$ cat src/rtl/nd2latch_ctrl_pkg.sv
// Shared types and constants for the ND2LATCH write scheduler.
// The enable-pair constants are packed as {en, enb}.
package nd2latch_ctrl_pkg;

  typedef enum logic [2:0] {StIdle, StHiz, StSetup, StPulse, StHold} state_e;

  localparam logic [1:0] EnIdle  = 2'b01;
  localparam logic [1:0] EnHiz   = 2'b00;
  localparam logic [1:0] EnSetup = 2'b01;
  localparam logic [1:0] EnPulse = 2'b10;
  localparam logic [1:0] EnHold  = 2'b01;

  function automatic int unsigned cnt_width(input int unsigned s, input int unsigned p,
                                            input int unsigned h);
    int unsigned m;
    m = s;
    if (p > m) m = p;
    if (h > m) m = h;
    return $clog2(m + 1);
  endfunction

endpackage

$ cat src/rtl/nd2latch_wr_sched_rr_arb2.sv
// Two-way round-robin arbiter: combinational one-hot grant, registered last-grant pointer.
module rr_arb2 (
  input  logic       clk_i,
  input  logic       rst_i,
  input  logic [1:0] req_i,
  input  logic       upd_i,
  output logic [1:0] gnt_o
);

  // 1 when requester 1 was granted last; reset value makes requester 0 win a tie
  logic last_q;

  always_comb begin
    gnt_o = 2'b00;
    case (req_i)
      2'b01:   gnt_o = 2'b01;
      2'b10:   gnt_o = 2'b10;
      2'b11:   gnt_o = last_q ? 2'b01 : 2'b10;
      default: gnt_o = 2'b00;
    endcase
  end

  always_ff @(posedge clk_i) begin
    if (rst_i) begin
      last_q <= 1'b1;
    end else if (upd_i && (gnt_o != 2'b00)) begin
      last_q <= gnt_o[1];
    end
  end

endmodule

$ cat src/rtl/nd2latch_wr_sched.sv
// Arbitrates two write clients and sequences SETUP/PULSE/HOLD on a shared EN/ENB latch pair,
// with an optional high-impedance window where both enables are low.
module nd2latch_wr_sched
  import nd2latch_ctrl_pkg::*;
#(
  parameter int unsigned WIDTH     = 8,
  parameter int unsigned SETUP_CYC = 1,
  parameter int unsigned PULSE_CYC = 2,
  parameter int unsigned HOLD_CYC  = 1
) (
  input  logic             CLK,
  input  logic             RST,
  input  logic             REQ0,
  input  logic             REQ1,
  input  logic [WIDTH-1:0] WDATA0,
  input  logic [WIDTH-1:0] WDATA1,
  input  logic             HIZ_REQ,
  output logic             ACK0,
  output logic             ACK1,
  output logic             BUSY,
  output logic [WIDTH-1:0] LAT_A0,
  output logic [WIDTH-1:0] LAT_A1,
  output logic             LAT_EN,
  output logic             LAT_ENB
);

  localparam int unsigned CntW = cnt_width(SETUP_CYC, PULSE_CYC, HOLD_CYC);

  state_e          state_q;
  logic [CntW-1:0] cnt_q;
  logic            sel_q;
  logic [1:0]      gnt;
  logic            start;

  assign start = ((state_q == StIdle) || (state_q == StHiz)) && (REQ0 || REQ1);

  rr_arb2 u_arb (
    .clk_i (CLK),
    .rst_i (RST),
    .req_i ({REQ1, REQ0}),
    .upd_i (start),
    .gnt_o (gnt)
  );

  always_ff @(posedge CLK) begin
    if (RST) begin
      state_q           <= StIdle;
      cnt_q             <= '0;
      sel_q             <= 1'b0;
      {LAT_EN, LAT_ENB} <= EnIdle;
      LAT_A0            <= '1;
      LAT_A1            <= '0;
      ACK0              <= 1'b0;
      ACK1              <= 1'b0;
      BUSY              <= 1'b0;
    end else begin
      ACK0 <= 1'b0;
      ACK1 <= 1'b0;
      unique case (state_q)
        StIdle, StHiz: begin
          if (start) begin
            state_q           <= StSetup;
            cnt_q             <= CntW'(SETUP_CYC - 1);
            sel_q             <= gnt[1];
            LAT_A0            <= gnt[1] ? ~WDATA1 : ~WDATA0;
            LAT_A1            <= '1;
            BUSY              <= 1'b1;
            {LAT_EN, LAT_ENB} <= EnSetup;
          end else if ((state_q == StIdle) && HIZ_REQ) begin
            state_q           <= StHiz;
            {LAT_EN, LAT_ENB} <= EnHiz;
          end else if ((state_q == StHiz) && !HIZ_REQ) begin
            state_q           <= StIdle;
            {LAT_EN, LAT_ENB} <= EnIdle;
          end
        end
        StSetup: begin
          if (cnt_q == '0) begin
            state_q           <= StPulse;
            cnt_q             <= CntW'(PULSE_CYC - 1);
            {LAT_EN, LAT_ENB} <= EnPulse;
          end else begin
            cnt_q <= cnt_q - CntW'(1);
          end
        end
        StPulse: begin
          // Both enables flip on the same edge, so EN and ENB never overlap high
          if (cnt_q == '0) begin
            state_q           <= StHold;
            cnt_q             <= CntW'(HOLD_CYC - 1);
            {LAT_EN, LAT_ENB} <= EnHold;
          end else begin
            cnt_q <= cnt_q - CntW'(1);
          end
        end
        StHold: begin
          if (cnt_q == '0) begin
            state_q           <= StIdle;
            ACK0              <= ~sel_q;
            ACK1              <= sel_q;
            LAT_A0            <= '1;
            LAT_A1            <= '0;
            BUSY              <= 1'b0;
            {LAT_EN, LAT_ENB} <= EnIdle;
          end else begin
            cnt_q <= cnt_q - CntW'(1);
          end
        end
        default: begin
          state_q           <= StIdle;
          {LAT_EN, LAT_ENB} <= EnIdle;
        end
      endcase
    end
  end

endmodule

$ cat config.mk
export PLATFORM = sky130hd
export DESIGN_NAME = nd2latch_wr_sched
export DESIGN_NICKNAME = d
export VERILOG_FILES = /design/src/rtl/nd2latch_ctrl_pkg.sv /design/src/rtl/nd2latch_wr_sched_rr_arb2.sv /design/src/rtl/nd2latch_wr_sched.sv
export SDC_FILE = /design/constraint.sdc
export NUM_CORES = 1
export LEC_CHECK = 0
export CORE_MARGIN = 3
export CORE_UTILIZATION = 40
export CTS_CLUSTER_DIAMETER = 60
export CTS_CLUSTER_SIZE = 10
export DETAILED_ROUTE_END_ITERATION = 10
export HOLD_SLACK_MARGIN = 0.05
export MAX_ROUTING_LAYER = met4
export PLACE_DENSITY = 0.71
export SLEW_MARGIN = 20
export SYNTH_ARGS = -nofsm -noshare
export SYNTH_HDL_FRONTEND = slang
export SYNTH_SLANG_ARGS = --single-unit
$ cat constraint.sdc
create_clock -name CLK -period 3.95 [get_ports CLK]
set_input_delay 0.5925 -clock CLK [delete_from_list [all_inputs] [get_ports CLK]]
set_output_delay 0.5925 -clock CLK [all_outputs]
set_load 0.03 [all_outputs]
==> results of run 1 <==
worst max-delay path: stages:
cell	delay (ns)
clkdlybuf4s50_1	0.70
or4_4	0.62
o221ai_4	0.21
mux2_4	0.32
path summary, 6_finish.rpt:
path	to
setup reg to reg	state_q[0]
hold / removal	LAT_EN
setup / recovery	state_q[0]
hold reg to reg	LAT_EN
placed cells by master, fill, tap and decap left out, types with 2 or more instances in the layout:
master / count
clkdlybuf4s50_1: 41
dfxtp_1: 20
nor2_1: 13
a22oi_1: 8
o32a_1: 8
nand2_1: 7
inv_1: 4
nor3_1: 4
nand2b_1: 3
nor2b_1: 3
a21oi_1: 3
nand3_1: 3
ha_1: 3
clkbuf_4: 3
nor3b_1: 2
xor2_1: 2
mux2i_1: 2
o211ai_1: 2
area by class of cell:
type / count / area (sq um) / area share, %
multi-input combinational: 80 / 588.1 / 39.90
tap: 30 / 37.54 / 2.547
inverter: 4 / 15.01 / 1.019
timing repair buffer: 41 / 410.4 / 27.84
clock buffer: 3 / 22.52 / 1.528
sequential: 20 / 400.4 / 27.16
logic make-up after synthesis:
group / count (synthesis)
muxes: 4
adders and majority gates: 3
and+or+nand+nor: 42
AOI/OAI and AO/OA: 29
xor gates and xnor gates: 2
DFF: 20
buffers and inverters: 21
per-layer routing:
| metal | track usage [%] | wire (microns) |
|---|---|---|
| met4 | 4.854 | 35 |
| met1 | 21.02 | 1105 |
| met2 | 23.76 | 1206 |
| met3 | 2.632 | 102 |
| met5 | - | 0 |
through the flow:
stage / hold slack [ns] / utilization, % / worst slack [ns] / total power [mW]
after floorplan: 0.4172 / - / 2.141 / 0.3617
after global placement: 0.4515 / 56.53 / 1.439 / 0.4164
after detailed placement: 0.4596 / 56.53 / 1.386 / 0.4192
after CTS: 0.4773 / 57.41 / 1.716 / 0.5179
after global routing: 0.5159 / 57.41 / 1.635 / 0.5392
final: 0.4719 / 57.41 / 1.698 / 0.5097
synthesized netlist by cell type, types with 2 or more instances:
library cell and instances:
buf_1 2, buf_4 9, xor2_1 2, nand2_1 7, a22oi_1 8, nand2b_1 3
o32a_1 8, nor3b_1 2, mux2i_1 2, o211ai_1 2, ha_1 3, nand3_1 3
inv_1 4, buf_2 2, clkbuf_1 3, a21oi_1 3, nor2b_1 3, nor3_1 4
dfxtp_1 20, nor2_1 13
where the power goes:
part | leakage (nW) | switching (mW) | internal (mW)
Sequential | 0.165 | 0.0189 | 0.219
Clock | 0.0138 | 0.0609 | 0.0355
Combinational | 0.374 | 0.0910 | 0.0841
Total | 0.553 | 0.171 | 0.339
sequential cells by signal, summed over array words and instances, names as in the netlist:
name / flops
u_arb.last_q: 1
ACK1: 1
LAT_A0: 8
state_q: 3
ACK0: 1
LAT_ENB: 1
cnt_q: 2
LAT_EN: 1
LAT_A1: 1
sel_q: 1
==> flow_metrics.py, run 1 <==
metrics = {
    "routing": {
        "routed_via_density": 5.567,
        "first_iter_violations": 28,
        "num_vias": 991,
        "first_pass_iters": 5,
        "drt_wl_total_mm": 2.450,
        "ant_nets": 0,
        "route.detailed.drc": 0,
        "wl_per_cell_microns": 13.76,
    },
    "worst_setup_path": {
        "r2r_cells": 5,
        "cp.required_ns": 4.15,
        "worst-setup-path-type": "input port to flop",
        "cp-startpoint": "REQ1",
        "endpoint_kind": "flop",
        "crit_arrival_ns": 2.45,
        "r2r_setup_slack_ns": 2.09,
        "worstSetupStartpointType": "input port",
        "critPathMaxFanout": 17,
        "reg2reg_from": "cnt_q[0]",
    },
    "synthesis": {
        "yosysTopAreaCellShare_pct": 36.04,
        "synth_top_family_by_area": "compound AO/OA/AOI/OAI gates",
        "synthFlopType": "dfxtp_1",
        "synth_cell_types": 38,
        "synth-simple-area-share_pct": 20.50,
        "ys_seq_area_share_pct": 36.04,
        "synth_fa_ha_area_share_pct": 3.378,
        "syn_nets": 145,
        "yosys.area.top_type": "dfxtp_1",
        "postSynthAreaPerCell_sq_um": 9.182,
        "synth_compound_area_share_pct": 23.31,
        "muxShareOfSynthArea_pct": 4.167,
        "yosys-top-cells-area": "dfxtp_1, o32a_1, buf_4, a22oi_1, nor2_1",
        "synth_edf_count": 0,
        "synth-seq-cells": 20,
        "synthArstFlopShare_pct": 0,
        "synth_cells": 121,
        "yosys_warnings": 0,
        "synth-xor-area-share_pct": 1.577,
        "netlist_area_sq_um": 1111,
    },
    "placed_design": {
        "io_buffers": 41,
        "routabilityCongestion": 0.8015,
        "placed_area_sq_um": 1451,
        "place_hpwl_mm": 1.848,
        "dp_cells": 175,
    },
    "timing": {
        "worst_slew_pin_slew_ns": 0.6438,
        "setup_tns_ns": 0,
        "period_share_pct": 57.01,
        "finalHoldViolations": 0,
        "fin_crit_ns": 2.252,
        "drv_slew": 0,
        "setup_viol": 0,
        "rsz0062_at_grt": "false",
        "slew_headroom_pct": 57.01,
        "fmax_mhz": 444.0,
        "skew_ns": 0.001012,
    },
    "floorplanning": {
        "initial_core_util_pct": 43.27,
        "coreArea_sq_um": 2567,
        "die_area_sq_um": 3446,
        "die_height_microns": 58.71,
        "io_pins": 42,
        "rows": 18,
        "die_w_microns": 58.71,
    },
    "clock_tree": {
        "cts_buffers": 3,
        "cts_hold_buf": 0,
        "cts_sinks": 20,
        "clk_latency_ns": 0.29,
        "cts_buffer_depth": 2,
        "path_clk_slew_ns": 0.11,
        "clockRootBuffer": "clkbuf_4",
        "postCtsResizedCells": 0,
        "htreeDepth": 1,
        "cts_tree": "yes",
        "postCtsSetupBuffers": 0,
    },
    "global_routing": {
        "grtUsageTotal_pct": 15.57,
        "antenna_found_initial": 0,
        "overflow": 0,
        "grt_max_degree": 18,
        "grt_pass1_vias": 911,
        "grt_pass1_wl_mm": 4.084,
    },
    "final_layout": {
        "fillCellCount": 251,
        "drive_gt1_share_pct": 5.405,
        "final_cells": 178,
        "area_growth_pct": 32.66,
        "fin_area_sq_um": 1474,
        "antennaDiodeCount": 0,
        "fin_nets": 174,
    },
    "power_and_ir_drop": {
        "leakage_nw": 0.5529,
        "power_density_nw_per_um2": 345.8,
        "irDropWorstVdd_uv": 220.0,
    },
    "flow_run": {
        "drv_cap": 0,
    },
    "run_status": {
        "status": "finished, final reports clean",
    },
    "worst_hold_path": {
        "hold_start": "LAT_EN",
        "hold_path_class": "flop to flop",
        "whs_path_depth": 2,
    },
}
Power figures use the tool's default switching activity.
==> inputs of run 2 (changes only) <==
--- a/config.mk
+++ b/config.mk
@@ -6,13 +6,13 @@
 export NUM_CORES = 1
 export LEC_CHECK = 0
 export CORE_MARGIN = 3
-export CORE_UTILIZATION = 40
+export CORE_UTILIZATION = 39
 export CTS_CLUSTER_DIAMETER = 60
 export CTS_CLUSTER_SIZE = 10
 export DETAILED_ROUTE_END_ITERATION = 10
 export HOLD_SLACK_MARGIN = 0.05
 export MAX_ROUTING_LAYER = met4
-export PLACE_DENSITY = 0.71
+export PLACE_DENSITY = 0.72
 export SLEW_MARGIN = 20
 export SYNTH_ARGS = -nofsm -noshare
 export SYNTH_HDL_FRONTEND = slang
==> constraint.sdc (replaced) <==
create_clock -name CLK -period 2.06 [get_ports CLK]
set_input_delay 0.309 -clock CLK [delete_from_list [all_inputs] [get_ports CLK]]
set_output_delay 0.309 -clock CLK [all_outputs]
set_load 0.03 [all_outputs]
==> run 2 against run 1 <==
Wire length increased by 4.8%. Combinational power increased by 100%. Worst setup slack got worse by 1.5 ns. Non-clock buffer count increased by 7. First-iteration DRC count decreased by 36%. Global-route usage increased by 0.60 points. Highest routed layer unchanged. Critical path depth decreased by 3. Clock skew increased by 0.0098 ns. Die area increased by 2.3%. Flip-flop and latch count unchanged. Register-to-register slack got worse by 1.8 ns.
==> flow_metrics.py, run 2 (synthesized netlist as in run 1, its figures left out) <==
metrics = {
    "worst_setup_path": {
        "r2r_cells": 6,
        "worstSetupStartpointType": "flop",
        "reg2reg_to": "cnt_q[1]",
        "reg2reg_from": "cnt_q[0]",
        "cp_slowest_cell": "clkdlybuf4s50_1",
        "cp-startpoint": "LAT_A1[6]",
        "critPathMaxFanout": 10,
        "path_depth": 1,
        "path_buf_inv": 1,
        "endpoint_kind": "output port",
        "critPathTopFamily": "buffers and inverters",
        "r2r_setup_slack_ns": 0.32,
        "worst-setup-path-type": "flop to output port",
        "crit_path_end": "LAT_A1[3]",
        "crit_arrival_ns": 1.52,
        "crit_path_max_incr_delay_ns": 0.73,
        "path_cells": "clkdlybuf4s50_1",
        "cp.required_ns": 1.75,
    },
    "timing": {
        "finalHoldViolations": 0,
        "setup_viol": 0,
        "drv_slew": 0,
        "slew_headroom_pct": 67.82,
        "skew_ns": 0.01076,
        "period_share_pct": 88.83,
        "worst_slew_pin_slew_ns": 0.4821,
        "fin_crit_ns": 1.830,
        "fmax_mhz": 546.5,
        "rsz0062_at_grt": "false",
        "setup_tns_ns": 0,
    },
    "clock_tree": {
        "clockRootBuffer": "clkbuf_4",
        "cts_buffers": 3,
        "postCtsResizedCells": 0,
        "clk_latency_ns": 0.30,
        "cts_tree": "yes",
        "htreeDepth": 1,
        "cts_sinks": 20,
        "cts_hold_buf": 0,
        "cts_buffer_depth": 2,
        "postCtsSetupBuffers": 0,
        "path_clk_slew_ns": 0.12,
    },
    "power_and_ir_drop": {
        "power_density_nw_per_um2": 726.1,
        "leakage_nw": 0.6002,
        "irDropWorstVdd_uv": 556.3,
    },
    "final_layout": {
        "fin_area_sq_um": 1556,
        "max_flop_register": "LAT_A0",
        "final_common_cell": "clkdlybuf4s50_1",
        "drive_gt1_share_pct": 10.26,
        "final_cells": 186,
        "largest_reg_flops": 8,
        "area_growth_pct": 40.09,
        "antennaDiodeCount": 0,
        "reg.largest.list": "LAT_A0 x8, state_q x3, cnt_q x2",
        "fin_nets": 181,
        "postLayoutCoreUtil_pct": 60.10,
        "final_cell_mix": "clkdlybuf4s50_1, dfxtp_1, nor2_1",
    },
    "floorplanning": {
        "rows": 18,
        "die_area_sq_um": 3525,
        "initial_core_util_pct": 42.90,
        "die_w_microns": 59.38,
        "coreArea_sq_um": 2590,
        "die_height_microns": 59.38,
        "io_pins": 42,
    },
    "global_routing": {
        "grt_pass1_vias": 987,
        "grt_max_degree": 17,
        "antenna_found_initial": 0,
        "grt_pass1_wl_mm": 4.264,
        "overflow": 0,
        "grtUsageTotal_pct": 16.16,
    },
    "routing": {
        "drt_wl_total_mm": 2.568,
        "first_pass_iters": 4,
        "wl_per_cell_microns": 13.81,
        "route.detailed.drc": 0,
        "ant_nets": 0,
        "routed_via_density": 5.409,
        "first_iter_violations": 18,
        "num_vias": 1006,
    },
    "placed_design": {
        "routabilityCongestion": 0.7771,
        "placed_area_sq_um": 1504,
        "dp_cells": 182,
        "io_buffers": 41,
        "place_hpwl_mm": 2.047,
    },
    "flow_run": {
        "drv_cap": 0,
    },
    "run_status": {
        "status": "finished, final reports clean",
    },
    "worst_hold_path": {
        "hold_path_class": "flop to flop",
    },
}
run 2: layout make-up:
cell class,instances,area [sq um]
fillers,226,1033
multi-input cells,80,588.1
repair buffers,48,462.9
flip-flops and latches,20,400.4
well taps,30,37.54
clock inverters,1,30.03
clock buffers,3,22.52
inverters,4,15.01
run 2: per-layer routing:
| metal | share of wire [%] | vias to the layer above | GRT usage, % |
|---|---|---|---|
| li1 | - | 509 | - |
| met1 | 45 | 476 | 20.53 |
| met2 | 51 | 19 | 25.74 |
| met3 | 3.1 | 2 | 2.397 |
| met4 | 0.74 | 0 | 6.149 |
| met5 | 0 | - | - |
run 2: worst min path at each step:
stage	start	to	cells past startpoint
after floorplan	sel_q	ACK0	1
after global placement	sel_q	ACK0	1
after detailed placement	sel_q	ACK0	1
after CTS	sel_q	ACK0	1
after global routing	sel_q	ACK0	1
final	sel_q	ACK0	1
run 2: report_power, final:
group          total (mW)  internal (mW)  switching [mW]  leakage (nW)
clock               0.320          0.197           0.124        0.0279
combinational       0.355          0.173           0.182         0.408
sequential          0.455          0.421          0.0338         0.165
run 2: through the flow:
stage          hold WS (ns)  worst slack (ns)  power, mW
6_report             0.4560            0.2302      1.130
3_5_place_dp         0.4396            0.1559     0.8203
3_3_place_gp         0.4405            0.1795     0.8125
2_1_floorplan        0.4172            0.3161     0.6936
4_1_cts              0.4592            0.1961      1.144
5_1_grt              0.5037            0.1383      1.195
